<file path="config.mk">
export PLATFORM = sky130hd
export DESIGN_NAME = bcd_2421_to_8421_seq
export DESIGN_NICKNAME = d
export VERILOG_FILES = /design/src/rtl/bcd_2421_to_8421_seq.sv
export SDC_FILE = /design/constraint.sdc
export NUM_CORES = 1
export LEC_CHECK = 0
export CAP_MARGIN = 40
export CELL_PAD_IN_SITES_DETAIL_PLACEMENT = 1
export CELL_PAD_IN_SITES_GLOBAL_PLACEMENT = 1
export CORE_MARGIN = 3
export CORE_UTILIZATION = 38
export DETAILED_ROUTE_END_ITERATION = 10
export PLACE_DENSITY = 0.8
export SLEW_MARGIN = 20
export SYNTH_ARGS = -nofsm -noshare
export SYNTH_HDL_FRONTEND = slang
export SYNTH_SLANG_ARGS = --single-unit
</file>
<file path="constraint.sdc">
create_clock -name clk -period 3 [get_ports clk]
set_input_delay 0.6 -clock clk [delete_from_list [all_inputs] [get_ports clk]]
set_output_delay 0.6 -clock clk [all_outputs]
set_load 0.005 [all_outputs]
</file>
<file path="src/rtl/bcd_2421_to_8421_seq.sv">
`default_nettype none
// +--------------------------------------------------------------------------+
// | Module : bcd_2421_to_8421_seq                                            |
// | Desc   : Serial 2421->8421 BCD and binary converter, one digit per cycle |
// |          behind a valid/ready handshake. BCD2421_ERRCHK_EN enables        |
// |          invalid-code flagging.                                          |
// | Rev    : 1.0 - initial release                                           |
// +--------------------------------------------------------------------------+
module bcd_2421_to_8421_seq #(
   parameter int NDIG = 4
) (
   input  logic              clk,
   input  logic              rst,
   input  logic              in_valid,
   output logic              in_ready,
   input  logic [4*NDIG-1:0] in_data,
   output logic              out_valid,
   input  logic              out_ready,
   output logic [4*NDIG-1:0] out_bcd,
   output logic [4*NDIG-1:0] out_bin,
   output logic              out_err
);

   localparam int         W        = 4 * NDIG;
   localparam logic [3:0] IDX_LAST = 4'(NDIG - 1);

   typedef enum logic [1:0] {
      IDLE = 2'd0,
      CONV = 2'd1,
      DONE = 2'd2
   } state_t;

   state_t       r_state;
   state_t       w_state_next;

   logic [W-1:0] r_word;
   logic [W-1:0] r_acc;
   logic [W-1:0] r_bcd;
   logic [W-1:0] r_out_bcd;
   logic [W-1:0] r_out_bin;
   logic [3:0]   r_idx;

   logic [3:0]   w_code;
   logic [3:0]   w_digit;
   logic [3:0]   w_nib;
   logic         w_last;
   logic         w_accept;
   logic [W-1:0] w_acc_next;
   logic [W-1:0] w_bcd_next;
   logic [W-1:0] w_bin_result;

   // Current digit is always the top nibble; the word shifts left as it is consumed.
   assign w_code     = r_word[W-1 -: 4];
   assign w_digit    = w_code[3] ? (w_code - 4'd6) : w_code;
   assign w_last     = (r_idx == IDX_LAST);
   assign w_accept   = in_ready && in_valid;
   assign w_acc_next = (r_acc << 3) + (r_acc << 1) + W'(w_digit);
   assign w_bcd_next = (r_bcd << 4) | W'(w_nib);

`ifdef BCD2421_ERRCHK_EN
   logic r_err;
   logic r_out_err;
   logic w_code_bad;
   logic w_err_any;

   assign w_code_bad   = (w_code >= 4'd5) && (w_code <= 4'd10);
   assign w_err_any    = r_err | w_code_bad;
   assign w_nib        = w_code_bad ? 4'hF : w_digit;
   assign w_bin_result = w_err_any ? '0 : w_acc_next;
   assign out_err      = r_out_err;

   always_ff @(posedge clk or posedge rst) begin
      if (rst) begin
         r_err     <= 1'b0;
         r_out_err <= 1'b0;
      end else if (w_accept) begin
         r_err <= 1'b0;
      end else if (r_state == CONV) begin
         r_err <= w_err_any;
         if (w_last) begin
            r_out_err <= w_err_any;
         end
      end
   end
`else
   assign w_nib        = w_digit;
   assign w_bin_result = w_acc_next;
   assign out_err      = 1'b0;
`endif

   always_ff @(posedge clk or posedge rst) begin
      if (rst) begin
         r_state <= IDLE;
      end else begin
         r_state <= w_state_next;
      end
   end

   always_comb begin
      w_state_next = r_state;
      in_ready     = 1'b0;
      out_valid    = 1'b0;
      case (r_state)
         IDLE: begin
            in_ready = 1'b1;
            if (in_valid) begin
               w_state_next = CONV;
            end
         end
         CONV: begin
            if (w_last) begin
               w_state_next = DONE;
            end
         end
         DONE: begin
            out_valid = 1'b1;
            if (out_ready) begin
               w_state_next = IDLE;
            end
         end
         default: w_state_next = IDLE;
      endcase
   end

   // Result registers load only on the final digit so no partial value is ever visible.
   always_ff @(posedge clk or posedge rst) begin
      if (rst) begin
         r_word    <= '0;
         r_acc     <= '0;
         r_bcd     <= '0;
         r_idx     <= '0;
         r_out_bcd <= '0;
         r_out_bin <= '0;
      end else if (w_accept) begin
         r_word <= in_data;
         r_acc  <= '0;
         r_bcd  <= '0;
         r_idx  <= '0;
      end else if (r_state == CONV) begin
         r_word <= r_word << 4;
         r_acc  <= w_acc_next;
         r_bcd  <= w_bcd_next;
         r_idx  <= r_idx + 4'd1;
         if (w_last) begin
            r_out_bcd <= w_bcd_next;
            r_out_bin <= w_bin_result;
         end
      end
   end

   assign out_bcd = r_out_bcd;
   assign out_bin = r_out_bin;

endmodule
`default_nettype wire

</file>
==> results.py <==
metrics = {
    "status": {
        "run_status": "finished clean",
    },
    "layout": {
        "final_net_count": 509,
        "num_antenna_cells": 0,
        "fraction_of_final_layout_cells_sized_beyond_drive_strength_1_pct": 10.8,
        "stdcell_area_um2": 4900,
        "area_delta_synth_final_pct": 25.5,
        "finalCoreUtilization_pct": 49.6,
    },
    "pwr": {
        "static-leakage-power_nw": 2.27,
        "worst_ir_drop_vdd_mv": 0.473,
        "p_per_area_nw_per_um2": 1290,
    },
    "critical_path": {
        "startpoint_class": "register",
        "critical_path.max_fanout": 3,
        "timing.critical_path.arrival_ns": 3.23,
        "reg2reg_from": "r_word[14]$_DFFE_PP0P_",
        "crit_type": "register to register",
        "endpoint_kind": "register",
        "path_common_cell": "sky130_fd_sc_hd__ha_4",
        "timing.critical_path.slowest_stage_cell": "sky130_fd_sc_hd__dfrtp_1",
        "cp-startpoint": "r_word[14]$_DFFE_PP0P_",
        "cp_slowest_stage_delay_ns": 0.41,
        "worst_path_dominant_cell_family": "adder cells",
        "reg2reg_setup_slack_ns": 0.01,
        "critical_path.cell_chain": "ha_1 > mux2i_1 > inv_1 > ha_4 > ha_4 > inv_2 > fa_2 > nor2b_4 > o211ai_4 > a211oi_4 > nor2_2 > xnor2_2 > mux2_4",
        "critical_path_required_ns": 3.24,
        "cp.buffers_inverters": 2,
    },
    "timing": {
        "finalSetupTns_ns": 0,
        "period_needed_ns": 2.99,
        "timing_hold_violations_final": 0,
        "setup_violations": 0,
        "rsz0062_at_grt": "yes",
        "timing.final.max_slew_violations": 0,
        "fin_crit_sh_pct": 99.6,
        "final.setup.worst_slack_ns": 0.0118,
        "finalClockSkew_ns": 0.0130,
        "timing.slew.headroom_pct": 53.2,
        "tightestPinTransition_ns": 0.700,
        "clock.fmax_ghz": 0.335,
    },
    "clocking": {
        "cts_tree": "done",
        "clock-root-buffer": "sky130_fd_sc_hd__clkbuf_8",
        "cts.reportedPaths.clkPinSlew_ns": 0.08,
        "cts.path.max_buffers": 2,
        "clock_sinks": 79,
        "clkLatencyLatePin_ns": 0.36,
        "cts_made_buffers": 9,
        "htree_levels": 3,
    },
    "routing": {
        "first_iter_violations": 123,
        "drt-wirelength-per-cell_um": 16.4,
        "count_of_vias_placed_by_the_detailed_router": 3091,
        "detailedRoute.firstPassIterationCount": 4,
        "wirelength_um": 9820,
        "postRouteAntennaNets": 0,
        "vias_per_cell": 5.18,
        "drc": 0,
    },
    "logic_synthesis": {
        "yosys.cell_types.count": 44,
        "post_synth_main_area_contributors": "sky130_fd_sc_hd__dfrtp_1, sky130_fd_sc_hd__nand2_1, sky130_fd_sc_hd__ha_1",
        "syn-instance-count": 405,
        "synth_top_cell_area_share_pct": 50.7,
        "synth_sequential_area_ratio_pct": 50.7,
        "syn-mean-instance-area_um2": 9.63,
        "mappedNetlistArea_um2": 3900,
        "synth.ff_latch_count": 79,
        "synth_nets": 455,
        "post-synth-top-area-cell": "sky130_fd_sc_hd__dfrtp_1",
        "synth.yosys.warnings": 0,
    },
    "grt": {
        "met1_usage_pct": 23.2,
        "busiest_layer": "met2",
        "grt_first_pass_wirelength_um": 16200,
        "gr-total-overflow": 0,
        "grt_pass1_vias": 3348,
        "met3_track_demand_over_resource_pct": 2.70,
        "pin_count_of_the_biggest_net_entering_global_routing": 41,
        "gr-usage-met2_pct": 29.9,
        "antenna_violations_before_repair": 0,
        "grt_util_all_layers_pct": 18.0,
    },
    "placed_design": {
        "post-dp-hpwl_um": 7010,
        "placement.setup.worst_slack_ns": -0.0313,
        "routabilityCongestion": 0.831,
        "postPlaceCellArea_um2": 4600,
        "portBuffers": 53,
    },
    "floorplanning": {
        "placement_rows": 36,
        "top_level_i_o_count": 55,
        "fp.dieH_um": 107,
        "die-area_um2": 11500,
        "initial_core_utilization_pct": 39.5,
        "die_width_um": 107,
        "placeableCoreArea_um2": 9860,
    },
    "min_path": {
        "min-delay-path-class": "register to register",
        "holdCritStartpoint": "out_bin[3]$_DFFE_PP0P_",
    },
    "run": {
        "max-cap-violations": 0,
    },
}
[worst reg2reg max path, delay by kind of cell, from the launching register on]
family | cells | cell delay (ns)
DFF | 1 | 0.41
AOI/OAI and AO/OA | 2 | 0.38
adders and majority gates | 4 | 1.09
and+or+nand+nor | 2 | 0.25
muxes | 2 | 0.44
xor gates and xnor gates | 1 | 0.16
buffers and inverters | 2 | 0.14
[layout make-up]
cell class | count | area [um^2]
Sequential cell | 79 | 1980
Inverter | 10 | 38.8
Clock inverter | 5 | 81.3
Tap cell | 133 | 166
Clock buffer | 11 | 131
Fill cell | 1108 | 4970
Multi-Input combinational cell | 293 | 1860
Timing Repair Buffer | 66 | 641
[through the flow]
step           hold slack (ns)  total power, mW  cells
6_report                 0.483             6.32    597
5_1_grt                  0.505             6.85    597
4_1_cts                  0.487             6.21    595
3_5_place_dp             0.467             5.29    579
3_3_place_gp             0.455             5.06    579
2_1_floorplan            0.439             4.05    405
[state kept, by name (all words and copies together) (netlist names)]
signal and cells:
r_acc 15, r_bcd 11, out_bin 15, r_state 2
r_idx 4, r_word 16, out_bcd 16
[metal layers]
metal  vias to the layer above  part of all wire [%]
met3                        12                   4.0
met1                      1524                    45
met5                         -                     0
met2                        68                    49
met4                         0                   1.8
li1                       1487                     -
[synthesized netlist by cell type, drive strengths merged]
cell / instances
nand2b: 4
o211ai: 1
o31ai: 2
o41ai: 1
a22o: 4
or4: 1
nor2b: 3
conb: 1
dfrtp: 79
nor2: 6
o21ai: 49
and2: 2
a21oi: 9
o21a: 1
nand3: 14
nor3: 1
xor2: 6
clkbuf: 19
a32o: 1
a22oi: 12
a41oi: 1
nor4b: 1
and3: 1
nand4: 2
nand2: 119
xnor2: 8
buf: 4
a211oi: 1
nor4: 2
mux2i: 1
fa: 2
mux2: 4
a21o: 2
a311oi: 2
nor3b: 1
ha: 28
inv: 10
[where the power goes]
part | switching, mW | leakage, nW | internal, mW | total (mW)
Combinational | 2.00 | 1.15 | 1.58 | 3.58
Clock | 0.399 | 0.104 | 0.471 | 0.870
Sequential | 0.324 | 1.01 | 1.55 | 1.87
[cell usage in the layout, fill, tap and decap left out, types with 7 or more instances in the layout]
| cell | instances |
|---|---|
| sky130_fd_sc_hd__nand2_1 | 118 |
| sky130_fd_sc_hd__dfrtp_1 | 79 |
| sky130_fd_sc_hd__clkdlybuf4s50_1 | 53 |
| sky130_fd_sc_hd__o21ai_0 | 44 |
| sky130_fd_sc_hd__ha_1 | 26 |
| sky130_fd_sc_hd__nand3_1 | 14 |
| sky130_fd_sc_hd__a22oi_1 | 12 |
| sky130_fd_sc_hd__buf_4 | 12 |
| sky130_fd_sc_hd__clkbuf_8 | 9 |
| sky130_fd_sc_hd__a21oi_1 | 8 |
| sky130_fd_sc_hd__inv_1 | 8 |
| sky130_fd_sc_hd__xnor2_1 | 7 |
[logic make-up after synthesis]
group           count (synthesis)  share of synthesized area (%)
flops                          79                           50.7
other cells                     1                         0.0961
fa+ha+maj                      30                           10.0
mux                             5                           1.41
compound gates                 86                           14.0
xor+xnor                       14                           3.14
buf+inv                        33                           3.43
simple gates                  157                           17.3
[timing repair]
item	4_1_cts	5_1_grt
setup buffers	0	2
pin swaps	1	12
hold buffers	0	0
setup endpoints to repair	1	9
resized for setup	1	12
[path summary, 6_finish.rpt]
path                                           end  cells after the start
min reg2reg                 out_bin[3]$_DFFE_PP0P_                      2
max in group asynchronous   out_bin[4]$_DFFE_PP0P_                      3
min in group asynchronous     r_idx[0]$_DFFE_PP0P_                      2
max                        out_bin[12]$_DFFE_PP0P_                     13
min                         out_bin[3]$_DFFE_PP0P_                      2
max reg2reg                out_bin[12]$_DFFE_PP0P_                     13
(Power assumes the default switching activity.)
